===== src/rtl/btn_scan_arbiter.sv =====
// Button front end: tick generator, 2-flop synchronizer, per-button debounce,
// press-event pending vector and round-robin valid/ready event arbiter.
module btn_scan_arbiter #(
  parameter int N_BTN    = 4,
  parameter int TICK_DIV = 250000,
  parameter int DEB_CNT  = 4,
  parameter int ID_W     = $clog2(N_BTN)
) (
  input  logic             kartclk,
  input  logic             rstn,
  input  logic [N_BTN-1:0] btn,
  output logic             tick,
  output logic [N_BTN-1:0] held,
  output logic             evt_valid,
  output logic [ID_W-1:0]  evt_id,
  input  logic             evt_ready,
  output logic             overrun
);

  localparam int TCNT_W = (TICK_DIV > 1) ? $clog2(TICK_DIV) : 1;

  logic [TCNT_W-1:0] tick_cnt;
  logic [N_BTN-1:0]  sync1, bsync;
  logic [N_BTN-1:0]  held_d;
  logic [N_BTN-1:0]  rise;
  logic [3:0]        deb_cnt [N_BTN];
  logic [N_BTN-1:0]  pending;
  logic [N_BTN-1:0]  grant_mask;
  logic [ID_W-1:0]   rr_ptr;
  logic [ID_W-1:0]   grant_id;
  logic              found;
  logic              advance;

  function automatic logic [ID_W-1:0] wrap_idx(input logic [ID_W-1:0] base, input int off);
    int s;
    s = int'(base) + off;
    if (s >= N_BTN) s = s - N_BTN;
    return ID_W'(s);
  endfunction

  assign tick = (tick_cnt == TCNT_W'(TICK_DIV - 1));

  // NOTE: state registers use non-blocking assignments so every flop samples pre-edge values.
  always_ff @(posedge kartclk or negedge rstn) begin
    if (!rstn) begin
      tick_cnt <= '0;
    end else if (tick) begin
      tick_cnt <= '0;
    end else begin
      tick_cnt <= tick_cnt + TCNT_W'(1);
    end
  end

  always_ff @(posedge kartclk or negedge rstn) begin
    if (!rstn) begin
      sync1 <= '0;
      bsync <= '0;
    end else begin
      sync1 <= btn;
      bsync <= sync1;
    end
  end

  // A new level is accepted on the DEB_CNT-th consecutive tick that disagrees with held.
  // NOTE: the counter array is a handful of flops, not a RAM, so it is reset like any other state.
  always_ff @(posedge kartclk or negedge rstn) begin
    if (!rstn) begin
      held <= '0;
      for (int i = 0; i < N_BTN; i++) deb_cnt[i] <= '0;
    end else if (tick) begin
      for (int i = 0; i < N_BTN; i++) begin
        if (bsync[i] == held[i]) begin
          deb_cnt[i] <= '0;
        end else if (deb_cnt[i] == 4'(DEB_CNT - 1)) begin
          held[i]    <= ~held[i];
          deb_cnt[i] <= '0;
        end else begin
          deb_cnt[i] <= deb_cnt[i] + 4'd1;
        end
      end
    end
  end

  always_ff @(posedge kartclk or negedge rstn) begin
    if (!rstn) held_d <= '0;
    else       held_d <= held;
  end

  assign rise    = held & ~held_d;
  assign advance = ~evt_valid | evt_ready;

  // NOTE: every always_comb output gets a default first so no path can infer a latch.
  always_comb begin
    found      = 1'b0;
    grant_id   = '0;
    grant_mask = '0;
    for (int j = 0; j < N_BTN; j++) begin
      if (!found && pending[wrap_idx(rr_ptr, j)]) begin
        found    = 1'b1;
        grant_id = wrap_idx(rr_ptr, j);
      end
    end
    if (advance && found) grant_mask[grant_id] = 1'b1;
  end

  // A rise that lands on an already pending button is dropped, unless that bit is granted now.
  always_ff @(posedge kartclk or negedge rstn) begin
    if (!rstn) begin
      pending   <= '0;
      overrun   <= 1'b0;
      evt_valid <= 1'b0;
      evt_id    <= '0;
      rr_ptr    <= '0;
    end else begin
      pending <= (pending & ~grant_mask) | rise;
      if (|(rise & pending & ~grant_mask)) overrun <= 1'b1;
      if (advance) begin
        evt_valid <= found;
        if (found) begin
          evt_id <= grant_id;
          rr_ptr <= wrap_idx(grant_id, 1);
        end
      end
    end
  end

endmodule


===== config.mk =====
export PLATFORM = sky130hd
export DESIGN_NAME = btn_scan_arbiter
export DESIGN_NICKNAME = d
export VERILOG_FILES = /design/src/rtl/btn_scan_arbiter.sv
export SDC_FILE = /design/constraint.sdc
export NUM_CORES = 1
export LEC_CHECK = 0
export CAP_MARGIN = 30
export CORE_MARGIN = 1
export CORE_UTILIZATION = 35
export CTS_BUF_LIST = sky130_fd_sc_hd__clkbuf_4
export DETAILED_ROUTE_END_ITERATION = 6
export PLACE_DENSITY = 0.55
export SLEW_MARGIN = 20
export SYNTH_ARGS = -nofsm -noshare
export SYNTH_HDL_FRONTEND = slang
export SYNTH_SLANG_ARGS = --single-unit

===== constraint.sdc =====
create_clock -name kartclk -period 6.9 [get_ports kartclk]
set_input_delay 1.38 -clock kartclk [delete_from_list [all_inputs] [get_ports kartclk]]
set_output_delay 1.38 -clock kartclk [all_outputs]
set_load 0.005 [all_outputs]

==> results by group <==
Finish
  – Area used by multi-input combinational logic: 0.001176 mm2
  – Total number of nets in the final design: 283
  – FF/Latch Area: 0.001501 mm2
  – Signed area change from the synthesized netlist to the final layout: 13.70%
  – Final Non-Filler Cells: 374
  – Layout fillers: 749
  – Number of inserted diodes: 0
  – Fraction of layout cells with a size suffix above 1: 0.1140

Power and ir drop
  – Overall power consumption: 0.0007435 W
  – Pwr dens: 234.7 mW/mm2
  – Worst VDD drop: 0.0001151 V
  – Leakage power: 1.382 nW

Hold path
  – Hold path startpoint: sync1[2]
  – Worst hold stages: 0
  – End point of the worst hold path: bsync[2]
  – HP Class: reg2reg

Outcome
  – Status: completed

Global routing
  – First-pass GRT wire length: 8597 um
  – Vias in the first global route: 1856
  – Combined global-route utilization of all metal layers: 0.1342
  – Antenna violations before repair: 0
  – Sum of overflow across all layers after global routing: 0
  – Maximum number of pins on one net before global-route repair: 61

Die
  – Die height: 91.23 um
  – Effective utilization at floorplan: 0.3606
  – Full die area: 0.008322 mm2
  – I/O pin count: 16
  – Core Rows: 32
  – X dimension of the die: 91.23 um
  – Core box area: 0.007727 mm2

Worst setup path
  – Top Family by Delay on Critical Path: simple AND/OR/NAND/NOR gates
  – Endpoint of the most critical register-to-register path: deb_cnt[0]
  – Length in cells of the worst reg-to-reg path: 6
  – Peak fanout along the critical path: 17
  – Cell with the biggest individual delay on the critical path: sky130_fd_sc_hd__or4_4
  – Required time reported for the critical path endpoint: 5.52 ns
  – Worst EP arrival: 3.19 ns
  – Worst setup slack for register-to-register paths: 4.20 ns
  – R2R Path Start: tick_cnt[0]
  – Critical path, cell by cell: ha_1, nand3_2, or4_4, or2_1, inv_2, clkdlybuf4s50_1
  – Type of element capturing the critical path: primary output
  – Bufs and invs on worst path: 2
  – Critical Path Max Stage Delay: 0.67 ns
  – Critical path type: reg2out
  – Nature of the critical path startpoint: flip-flop

Detailed routing
  – Vias: 1865
  – Antenna-violating nets left: 0
  – Number of DRC markers in iteration 0: 109
  – DR vias/cell: 4.987
  – Number of remaining DRC errors: 0
  – Average wire per standard cell: 12.89 um
  – Wire length reported by the detailed router: 4820 um
  – DRT Pass-1 Iters: 5

STA
  – Number of endpoints failing setup at the final stage: 0
  – Maximum clock skew at final layout: 0.01252 ns
  – Worst hold slack: 0.3578 ns
  – Number of slew-limit violations in the final report: 0
  – Max Clk Rate: 0.2189 GHz
  – Total Neg Setup Slack: 0 ns
  – Slew HR: 0.5016
  – Number of failing hold endpoints at the final stage: 0
  – Post-layout min period: 4.567 ns
  – Setup repair after global routing missed its margin: false
  – Share of the clock period used by the worst path: 0.6619
  – Transition time of the tightest slew-check pin: 0.7476 ns

Synthesis
  – Post-synthesis xor/xnor area fraction: 0.05344
  – Top cell type by total area after synthesis: sky130_fd_sc_hd__dfrtp_1
  – Async S/R FF share, synth: 1.000
  – Post-synthesis share of cell area spent on and, or, nand and nor gates: 0.1792
  – Synthesized instance count: 246
  – Number of flip-flops and latches in the synthesized netlist: 60
  – Compound-Gate Fraction of Synth Area: 0.1015
  – Summed instance area of the synthesized netlist: 0.002786 mm2
  – Count of distinct cell types in the synthesized netlist: 42
  – Fraction of the mapped netlist area in adder cells: 0.04041
  – Area share of the largest cell type after synthesis: 0.5388
  – Area contributors post-synth: sky130_fd_sc_hd__dfrtp_1, sky130_fd_sc_hd__o31ai_1, sky130_fd_sc_hd__ha_1, sky130_fd_sc_hd__xnor2_1, sky130_fd_sc_hd__mux2_2
  – Syn_nets: 262
  – Average size of a mapped cell: 11.33 um2
  – Portion of netlist area occupied by mux cells: 0.04760
  – Count of warnings emitted by yosys: 0
  – Commonest register cell after synthesis: sky130_fd_sc_hd__dfrtp_1
  – Sequential area share after synthesis: 0.5388
  – Post-synth EDFFs: 0
  – Dominant combinational cell family by area after synthesis: simple AND/OR/NAND/NOR gates

CTS
  – TritonCTS buffer count: 9
  – Maximum count of clock buffers along a single path: 2
  – H-tree depth reported by CTS: 3
  – Worst-path clk slew: 0.10 ns
  – Number of hold buffers added after cts: 0
  – Clock Latency Late Sink: 0.40 ns
  – PostCTS Resize Cnt: 0
  – Cell at the root of the clock tree: sky130_fd_sc_hd__clkbuf_4
  – Sink count of the clock tree: 60
  – Post-CTS setup buffer count: 0
  – TritonCTS clock tree: built

Place
  – Number of instances in the placed design: 358
  – Port Buffer Count: 15
  – Placer's final routability congestion estimate: 0.7300
  – Detailed placement HPWL: 3224 um

Run
  – Max-capacitance violation count: 0
per-stage QoR:
stage | instance area (um2) | setup slack [ns] | util
2_1_floorplan | 2786 | 3.634 | -
3_3_place_gp | 3014 | 2.782 | 0.3901
3_5_place_dp | 3014 | 2.756 | 0.3901
4_1_cts | 3168 | 2.279 | 0.4100
5_1_grt | 3168 | 2.141 | 0.4100
6_report | 3168 | 2.333 | 0.4100
layout make-up:
type,count,area share
clock inverters,6,0.02488
multi-input cells,165,0.3712
flip-flops and latches,60,0.4739
clock buffers,10,0.02370
well taps,102,0.04028
inverters,15,0.01777
repair buffers,16,0.04818
sequential cells by signal, indices dropped and copies added (netlist names):
register and flops:
tick_cnt 18, deb_cnt 16, bsync 4, held 4, held_d 4, pending 4
sync1 4, evt_id 2, rr_ptr 2, evt_valid 1, overrun 1
how the worst max path moves through the flow:
| stage | from | end | cells after the start |
|---|---|---|---|
| floorplan | tick_cnt[0] | tick | 8 |
| detailed placement | tick_cnt[0] | tick | 6 |
| global route | tick_cnt[0] | tick | 6 |
| global placement | tick_cnt[0] | tick | 6 |
| finish | tick_cnt[0] | tick | 6 |
| CTS | tick_cnt[0] | tick | 6 |
power breakdown:
group | switching, W | total (W) | internal [W] | leakage [nW]
logic | 0.0000445 | 0.0000863 | 0.0000418 | 0.497
clock network | 0.000127 | 0.000275 | 0.000148 | 0.0876
registers | 0.0000135 | 0.000382 | 0.000369 | 0.797
kinds of logic after synthesis:
| group | after synthesis |
|---|---|
| AO/OA/AOI/OAI | 40 |
| XOR/XNOR | 17 |
| multiplexers | 12 |
| buffers and inverters | 21 |
| adder cells (fa/ha/maj) | 9 |
| flip-flops | 60 |
| AND/OR/NAND/NOR | 87 |
routing by layer:
metal,vias up,track usage,share of wire,routed length (um)
met5,-,0,0,0
met4,0,0.05952,0.020,97
met3,10,0.04774,0.037,177
met2,24,0.2083,0.45,2165
met1,904,0.1682,0.49,2379
li1,927,-,-,-
synthesized netlist by cell type, drive strengths merged, types with 5 or more instances:
cell / n
xor2: 5
o21ai: 9
mux2: 10
nor2b: 5
nand3: 9
nor3: 5
a21oi: 6
nor4: 6
o31ai: 16
dfrtp: 60
ha: 9
xnor2: 12
nand4: 5
nand2: 13
nor3b: 9
nor2: 14
inv: 15
worst reg2reg max path, cell delays in order (launching register included):
cell	delay, ns
sky130_fd_sc_hd__dfrtp_1	0.40
sky130_fd_sc_hd__ha_1	0.21
sky130_fd_sc_hd__nand3_2	0.15
sky130_fd_sc_hd__or4_4	0.67
sky130_fd_sc_hd__or2_1	0.48
sky130_fd_sc_hd__inv_2	0.32
sky130_fd_sc_hd__mux2_2	0.37
cells in the final DEF, fill, tap and decap left out, types with 8 or more instances in the layout:
master / count
sky130_fd_sc_hd__nand2_1: 13
sky130_fd_sc_hd__xnor2_1: 12
sky130_fd_sc_hd__clkdlybuf4s50_1: 14
sky130_fd_sc_hd__inv_1: 14
sky130_fd_sc_hd__nor2_1: 14
sky130_fd_sc_hd__o21ai_0: 9
sky130_fd_sc_hd__mux2_2: 9
sky130_fd_sc_hd__nand3_1: 8
sky130_fd_sc_hd__dfrtp_1: 60
sky130_fd_sc_hd__nor3b_1: 9
sky130_fd_sc_hd__o31ai_1: 16
sky130_fd_sc_hd__ha_1: 9
sky130_fd_sc_hd__clkbuf_4: 10
Note: power is estimated with default switching activity, not from simulation.
